`config.mk`:
```
export PLATFORM = sky130hd
export DESIGN_NAME = dsfq_and_pulse_sequencer
export DESIGN_NICKNAME = d
export VERILOG_FILES = /design/src/rtl/dsfq_and_pulse_sequencer.sv
export SDC_FILE = /design/constraint.sdc
export NUM_CORES = 1
export LEC_CHECK = 0
export ABC_AREA = 1
export BUFFER_PORTS_ARGS = -buffer_cell sky130_fd_sc_hd__buf_4
export CAP_MARGIN = 20
export CORE_MARGIN = 3
export CORE_UTILIZATION = 40
export CTS_BUF_LIST = sky130_fd_sc_hd__clkbuf_4
export CTS_CLUSTER_SIZE = 24
export DETAILED_ROUTE_END_ITERATION = 10
export GPL_TIMING_DRIVEN = 0
export PLACE_DENSITY_LB_ADDON = 0.25
export SLEW_MARGIN = 10
export SYNTH_ARGS = -nofsm -noshare
export SYNTH_HDL_FRONTEND = slang
export SYNTH_SLANG_ARGS = --single-unit
```
`constraint.sdc`:
```
create_clock -name clk -period 3.8 [get_ports clk]
set_input_delay 0.38 -clock clk [delete_from_list [all_inputs] [get_ports clk]]
set_output_delay 0.38 -clock clk [all_outputs]
set_load 0.02 [all_outputs]
```
`src/rtl/dsfq_and_pulse_sequencer.sv`:
```
// Pulse sequencer for a single DSFQ_AND cell: fires skewed a/b pulses, watches q in a
// detection window, reports against the storage-window rule, then enforces a recovery gap.
module dsfq_and_pulse_sequencer #(
  parameter int unsigned SKEW_W   = 4,
  parameter int unsigned HOLD_CYC = 5,
  parameter int unsigned WIN_CYC  = 8,
  parameter int unsigned REC_CYC  = 6,
  parameter int unsigned CNT_W    = 8
) (
  input  logic              clk,
  input  logic              rst,
  input  logic              req_valid,
  output logic              req_ready,
  input  logic              req_a,
  input  logic              req_b,
  input  logic              req_order,
  input  logic [SKEW_W-1:0] req_skew,
  output logic              and_a,
  output logic              and_b,
  input  logic              and_q,
  output logic              rsp_valid,
  input  logic              rsp_ready,
  output logic              rsp_exp,
  output logic              rsp_obs,
  output logic              rsp_match,
  output logic              rsp_multi,
  output logic              err_spurious,
  output logic              busy,
  output logic [CNT_W-1:0]  op_count
);

  localparam int unsigned SKEW_MAX = (32'(1) << SKEW_W) - 32'(1);
  localparam int unsigned TMR_MAX  = (SKEW_MAX > WIN_CYC)
                                   ? ((SKEW_MAX > REC_CYC) ? SKEW_MAX : REC_CYC)
                                   : ((WIN_CYC > REC_CYC) ? WIN_CYC : REC_CYC);
  localparam int unsigned TMR_W    = $clog2(TMR_MAX + 1);

  typedef enum logic [2:0] {
    S_IDLE, S_FIRE1, S_WAIT_SKEW, S_FIRE2, S_WAIT_Q, S_REPORT, S_RECOVER
  } state_t;

  state_t              r_state, w_state;
  logic [TMR_W-1:0]    r_tmr, w_tmr;
  logic                r_a, w_a, r_b, w_b, r_order, w_order;
  logic [SKEW_W-1:0]   r_skew, w_skew;
  logic                r_and_a, w_and_a, r_and_b, w_and_b;
  logic                r_req_ready, w_req_ready, r_busy, w_busy;
  logic                r_rsp_valid, w_rsp_valid;
  logic                r_exp, w_exp, r_obs, w_obs, r_match, w_match, r_multi, w_multi;
  logic                r_err, w_err;
  logic [CNT_W-1:0]    r_op_count, w_op_count;

  // Next-state and next-output logic; every output is registered from these values.
  always_comb begin
    w_state     = r_state;
    w_tmr       = r_tmr;
    w_a         = r_a;
    w_b         = r_b;
    w_order     = r_order;
    w_skew      = r_skew;
    w_and_a     = 1'b0;
    w_and_b     = 1'b0;
    w_exp       = r_exp;
    w_obs       = r_obs;
    w_multi     = r_multi;
    w_op_count  = r_op_count;
    w_err       = r_err | (and_q & (r_state != S_WAIT_Q));

    case (r_state)
      S_IDLE: begin
        if (req_valid && r_req_ready) begin
          w_state = S_FIRE1;
          w_a     = req_a;
          w_b     = req_b;
          w_order = req_order;
          w_skew  = req_skew;
          w_exp   = req_a & req_b & (32'(req_skew) <= HOLD_CYC);
          w_obs   = 1'b0;
          w_multi = 1'b0;
          w_and_a = req_a & (~req_order | (req_skew == '0));
          w_and_b = req_b & (req_order | (req_skew == '0));
        end
      end
      S_FIRE1: begin
        if (r_skew == '0) begin
          w_state = S_WAIT_Q;
          w_tmr   = TMR_W'(WIN_CYC - 1);
        end else if (r_skew == SKEW_W'(1)) begin
          w_state = S_FIRE2;
          w_and_a = r_a & r_order;
          w_and_b = r_b & ~r_order;
        end else begin
          w_state = S_WAIT_SKEW;
          w_tmr   = TMR_W'(r_skew) - TMR_W'(2);
        end
      end
      S_WAIT_SKEW: begin
        if (r_tmr == '0) begin
          w_state = S_FIRE2;
          w_and_a = r_a & r_order;
          w_and_b = r_b & ~r_order;
        end else begin
          w_tmr = r_tmr - TMR_W'(1);
        end
      end
      S_FIRE2: begin
        w_state = S_WAIT_Q;
        w_tmr   = TMR_W'(WIN_CYC - 1);
      end
      S_WAIT_Q: begin
        // First q marks observation, any later q in the same window marks multi.
        if (and_q) begin
          if (r_obs) w_multi = 1'b1;
          else       w_obs   = 1'b1;
        end
        if (r_tmr == '0) w_state = S_REPORT;
        else             w_tmr   = r_tmr - TMR_W'(1);
      end
      S_REPORT: begin
        if (rsp_ready && r_rsp_valid) begin
          w_op_count = r_op_count + CNT_W'(1);
          if (REC_CYC == 0) begin
            w_state = S_IDLE;
          end else begin
            w_state = S_RECOVER;
            w_tmr   = TMR_W'(REC_CYC - 1);
          end
        end
      end
      S_RECOVER: begin
        if (r_tmr == '0) w_state = S_IDLE;
        else             w_tmr   = r_tmr - TMR_W'(1);
      end
      default: w_state = S_IDLE;
    endcase

    w_req_ready = (w_state == S_IDLE);
    w_busy      = (w_state != S_IDLE);
    w_rsp_valid = (w_state == S_REPORT);
    w_match     = (w_exp == w_obs);
  end

  always_ff @(posedge clk) begin
    if (rst) begin
      r_state     <= S_IDLE;
      r_tmr       <= '0;
      r_a         <= 1'b0;
      r_b         <= 1'b0;
      r_order     <= 1'b0;
      r_skew      <= '0;
      r_and_a     <= 1'b0;
      r_and_b     <= 1'b0;
      r_req_ready <= 1'b0;
      r_busy      <= 1'b0;
      r_rsp_valid <= 1'b0;
      r_exp       <= 1'b0;
      r_obs       <= 1'b0;
      r_match     <= 1'b0;
      r_multi     <= 1'b0;
      r_err       <= 1'b0;
      r_op_count  <= '0;
    end else begin
      r_state     <= w_state;
      r_tmr       <= w_tmr;
      r_a         <= w_a;
      r_b         <= w_b;
      r_order     <= w_order;
      r_skew      <= w_skew;
      r_and_a     <= w_and_a;
      r_and_b     <= w_and_b;
      r_req_ready <= w_req_ready;
      r_busy      <= w_busy;
      r_rsp_valid <= w_rsp_valid;
      r_exp       <= w_exp;
      r_obs       <= w_obs;
      r_match     <= w_match;
      r_multi     <= w_multi;
      r_err       <= w_err;
      r_op_count  <= w_op_count;
    end
  end

  assign req_ready    = r_req_ready;
  assign and_a        = r_and_a;
  assign and_b        = r_and_b;
  assign rsp_valid    = r_rsp_valid;
  assign rsp_exp      = r_exp;
  assign rsp_obs      = r_obs;
  assign rsp_match    = r_match;
  assign rsp_multi    = r_multi;
  assign err_spurious = r_err;
  assign busy         = r_busy;
  assign op_count     = r_op_count;

endmodule
```
## Word-level counts from Yosys, hierarchy flattened

Index checks and enable logic that the tools add are counted.

| word-level totals | value |
|---|---|
| bits in writable memories | 0 |
| output and inout port bits | 18 |
| latch bits | 0 |
| memories | 0 |
| flip-flop bits (word level) | 32 |
| memory bits (read-only) | 0 |
| bits of input ports | 12 |

| operators by class | value |
|---|---|
| add/sub/neg operators | 3 |
| multiply operators | 0 |
| div/mod/pow operators | 0 |
| order comparisons | 1 |
| shifts and indexed selects | 0 |
| bitwise gates (word level) | 12 |
| reductions and logical operators | 15 |
| multiplexer cells | 32 |
| eq/ne operators | 16 |

Operator list:

| kind | number |
|---|---|
| 3-bit one-hot mux with 7 select lines | 1 |
| 3-bit two-way mux | 6 |
| 1-bit two-way mux | 16 |
| 4-bit two-way mux | 4 |
| 4-bit one-hot mux with 4 select lines | 1 |
| 3-bit == test, second input constant | 4 |
| 4-bit logical NOT | 3 |
| 2-bit != test, second input constant | 5 |
| 8-bit by 1-bit adder with 8-bit output, second input constant | 1 |
| 4-bit AND reduction | 2 |
| 1-bit bitwise AND | 7 |
| 3-bit by 2-bit == test with 1-bit output, second input constant | 2 |
| 3-bit logical NOT | 2 |
| 3-bit != test, second input constant | 2 |
| 1-bit one-hot mux with 3 select lines | 2 |
| 4-bit by 1-bit == test with 1-bit output, second input constant | 1 |
| 4-bit by 3-bit <= comparator with 1-bit output, second input constant | 1 |
| 1-bit one-hot mux with 2 select lines | 2 |
| 2-bit AND reduction | 2 |
| 4-bit nonzero test | 1 |
| 4-bit by 1-bit subtractor with 4-bit output, second input constant | 1 |
| 4-bit by 2-bit subtractor with 4-bit output, second input constant | 1 |
| 3-bit by 1-bit == test with 1-bit output, second input constant | 1 |
| 1-bit OR | 3 |
| other kinds (6) | 8 |

## Longest topological paths before layout

| depth | value |
|---|---|
| depth after elaboration | 5 |
| mapped depth | 11 |
| gate-level depth less buffers | 10 |

## Worst setup path before layout

Ideal clock, no wire load.

| timing | value |
|---|---|
| kind | reg2reg |
| from | reg r_tmr[0] |
| to | reg r_busy (netlist: busy) |
| clock period less this slack | 1267 ps |
| cell stages (with the launch flop) | 10 |
| arrival time | 1139 ps |
| required time | 3672 ps |
| library setup time | 128 ps |
| path slack | 2533 ps |
| cells stage by stage | dfxtp_1 inv_1 ha_1 nand3_1 nand2_1 nand2_1 nor2_1 nand2_1 nor2_1 nor2_1 |

| on the way | value |
|---|---|
| longest elaborated chain between the ends | 4 |

Ends and longest elaborated chain:

| item | RTL line | source |
|---|---|---|
| start, declared | 43 | `logic [TMR_W-1:0] r_tmr, w_tmr;` |
| start signal, assigned | 164 | `r_tmr <= w_tmr;` |
| 4-bit logical NOT * | 98, 116, 131 |  |
| 3-bit two-way mux, on equally long branches | 131, 116, 98 |  |
| 3-bit one-hot mux with 7 select lines * | 69 | `case (r_state)` |
| 3-bit nonzero test * | 138 | `w_busy = (w_state != S_IDLE);` |
| end signal, assigned | 172 | `r_busy <= w_busy;` |
| end, declared | 47 | `logic r_req_ready, w_req_ready, r_busy, w_busy;` |

Mark *: on every way between the ends. The rest lies on a longest branch, timed or not.
A chain may end at the register's enable or synchronous reset.

## Worst setup path after layout

Same ends and word-level chain as after synthesis.

==> summary.md <==
| Metric | Value |
|---|---|
| WP buf/inv | 1 |
| Tmin final | 1490 ps |
| Yosys top cell area share | 0.378 |
| Post-route DRC | 0 |
| Routability Congestion | 0.776 |
| Synth top area cells | dfxtp_1 38%, nand2_1 13%, nor2_1 7.7%, inv_1 6.6%, a21oi_1 6.5% |
| Vias | 1595 |
| Max_cap viols | 0 |
| # rows | 23 |
| Final core utilization | 0.499 |
| Setup WS post-layout | around 2300 ps |
| Final #Nets | 303 |
| First-pass GRT wire length | 6.56 mm |
| Synthesized flop and latch total | 32 |
| Leakage power | 0.979 nW |
| Worst Path Max Fanout | 6 |
| Reg clk slew, reported paths | 120 ps |
| CP arrival | 1710 ps |
| Io pins | 30 |
| Critical path class | flop to flop |
| Buffers on Ports | 28 |
| Largest area contributor in the netlist | dfxtp_1 |
| Slowest CP cell | dfxtp_1 |
| Vias in the first global route | 1435 |
| Hold WS | 281 ps |
| Die width | ~70 µm |
| Crit end category | flop |
| Most frequent cells in the layout | 61 x nand2_1, 35 x nor2_1, 32 x dfxtp_1 |
| Clk Latency, worst-skew pair | 340 ps |
| Post-Syn Nets | around 270 |
| Max Slew Vio Count | 0 |
| Drt total wl | 3.66 mm |
| Layout area overhead | 19.4% |
| Post_cts resized | 0 |
| Clk_skew | 7.38 ps |
| Core area | roughly 4100 µm² |
| Final-report setup violation count | 0 |
| Fraction of layout cells with a size suffix above 1 | 0.215 |
| Critical Path RT | ~4000 ps |
| Clock power share | 0.160 |
| Syn avg cell area | 6.73 µm² |
| Syn Inst Count | 252 |
| Met2 WL | 1.64 mm |
| Pint | around 0.7 mW |
| CTS Buf Count | 5 |
| Largest stage delay, worst path | about 320 ps |
| Final Power | roughly 1.3 mW |
| Status | finished, final reports clean |
| Met1 wire length | 1.79 mm |
| Net switching power | 0.571 mW |
| Met3 WL post-DR | 155 µm |
| Setup repair bufs after CTS | 0 |
| CTS tree | done |
| Reg power frac | 0.356 |
| Number of synthesized flops with an enable pin | 0 |
| Initial antenna violation count | 0 |
| Synthesized cell area | 1700 µm² |
| Fin cells | ~340 |
| Power per Cell Area | 628 nW/µm² |
| Placed instance area | 1970 µm² |
| Synth warn | 0 |
| Number of distinct library cells after synthesis | 25 |
| Final Hold Viols | 0 |
| DPL Wire Length | 2.76 mm |
| FFs w/ async S/R, synth | 0 |
| Root Buffer | clkbuf_4 |
| Drt initial violations | 68 |
| Period utilization | 0.392 |
| Startpoint Class | flop |
| Initial Util | 0.418 |
| Comb power frac | 0.484 |
| Crit path cell chain | inv_1 > ha_1 > nand3_1 > nand2_1 > nand2_1 > nor2_1 > nand2_1 > nor2_1 > nor2_1 |
| Achievable Freq | between 600 and 700 MHz |
| Total gr overflow | 0 |
| Maximum clock path buffer count | 2 |
| Largest net degree at the start of global routing | 12 |
| Cts hold-fix bufs | 0 |
| Die H | 71.1 µm |
| Clk sinks | 32 |
| Ant. Diodes | 0 |
| Post-synthesis sequential area ratio | 0.378 |
| Switching share of total power | 0.448 |
| H-tree depth | 2 |
| Tightest Pin Transition | between 400 and 500 ps |
| Peak supply drop | 0.286 mV |
| HP Class | input port to flop |
| Setup TNS | 0 ps |
| ANT nets after route | 0 |
| Wire per inst | 10.8 µm |
| Primary FF master, synth | dfxtp_1 |
| RSZ-0062 raised after global routing | no |
| Router iterations before antenna repair | 5 |
| Placed instance count | 330 |
| Die area | 5060 µm² |
| Max layer used | met4 |
| Place WS | approximately 2300 ps |
| GR Util All Layers | 0.162 |
| Commonest non-fill, non-tap cell in the layout | nand2_1 |
| Crit path max-delay family | simple AND/OR/NAND/NOR gates |
| DR vias/cell | about 4.7 |
| Final Cell Area | 2030 µm² |
| Max_slew headroom | 0.670 |
flip-flops by register name, indices dropped and copies added (netlist names):
register	cells
r_b	1
and_b	1
rsp_exp	1
rsp_multi	1
r_order	1
busy	1
r_tmr	4
rsp_obs	1
and_a	1
req_ready	1
r_skew	4
r_a	1
rsp_valid	1
rsp_match	1
op_count	8
err_spurious	1
r_state	3
worst register-to-register path, delay by kind of cell, from the launching register on:
kind / cells / cell delay (ps)
and+or+nand+nor: 7 / 740
DFF: 1 / 320
adders and majority gates: 1 / 170
buffers and inverters: 1 / 150
cells in the mapped netlist, types with 3 or more instances:
library cell and instances:
nand2_1 61, nor2_1 35, dfxtp_1 32, inv_1 30, a21oi_1 22, o21ai_0 15, nand3_1 11, nand2_2 6
nand4_1 6, ha_1 4, nor2_4 4, buf_4 3, inv_2 3, nor2_2 3, nor3_1 3
final cells by class:
| cell class | instances | area [µm²] |
|---|---|---|
| multi-input cells | 180 | 893 |
| clock buffers | 5 | 37.5 |
| fillers | 410 | 2030 |
| flip-flops and latches | 32 | 641 |
| inverters | 34 | 128 |
| plain buffers | 6 | 35.0 |
| well taps | 50 | 62.6 |
| repair buffers | 28 | 210 |
| clock inverters | 3 | 18.8 |
worst paths after layout:
kind | start | endpoint | slack [ps] | depth (start not counted)
setup / recovery | r_tmr[0]$_SDFFE_PP0P_ | busy$_SDFF_PP0_ | 2310 | 9
hold / removal | and_q | err_spurious$_SDFF_PP0_ | 280 | 3
setup reg to reg | r_tmr[0]$_SDFFE_PP0P_ | busy$_SDFF_PP0_ | 2310 | 9
hold reg to reg | r_a$_SDFFE_PP0P_ | r_a$_SDFFE_PP0P_ | 470 | 2
power groups by stage:
stage | sequential (mW) | clock (mW) | combinational [mW]
after floorplan | 0.471 | 0 | 0.468
after global placement | 0.458 | 0 | 0.612
after detailed placement | 0.460 | 0 | 0.616
after CTS | 0.453 | 0.212 | 0.620
after global routing | 0.461 | 0.228 | 0.718
final | 0.453 | 0.204 | 0.616
logic make-up (layout without fill, tap and decap cells):
family,Yosys count,after routing,share of synthesized area
XOR/XNOR,2,2,0.0103
adder cells (fa/ha/maj),4,4,0.0295
flip-flops,32,32,0.378
AND/OR/NAND/NOR,134,134,0.364
buffers and inverters,40,76,0.0959
AO/OA/AOI/OAI,40,40,0.122
routing by layer:
layer	up-vias	track usage
met5	-	0
met4	0	0.0689
met3	9	0.0355
met2	29	0.257
met1	693	0.213
li1	864	-
Note: power is estimated with default switching activity, not from simulation.
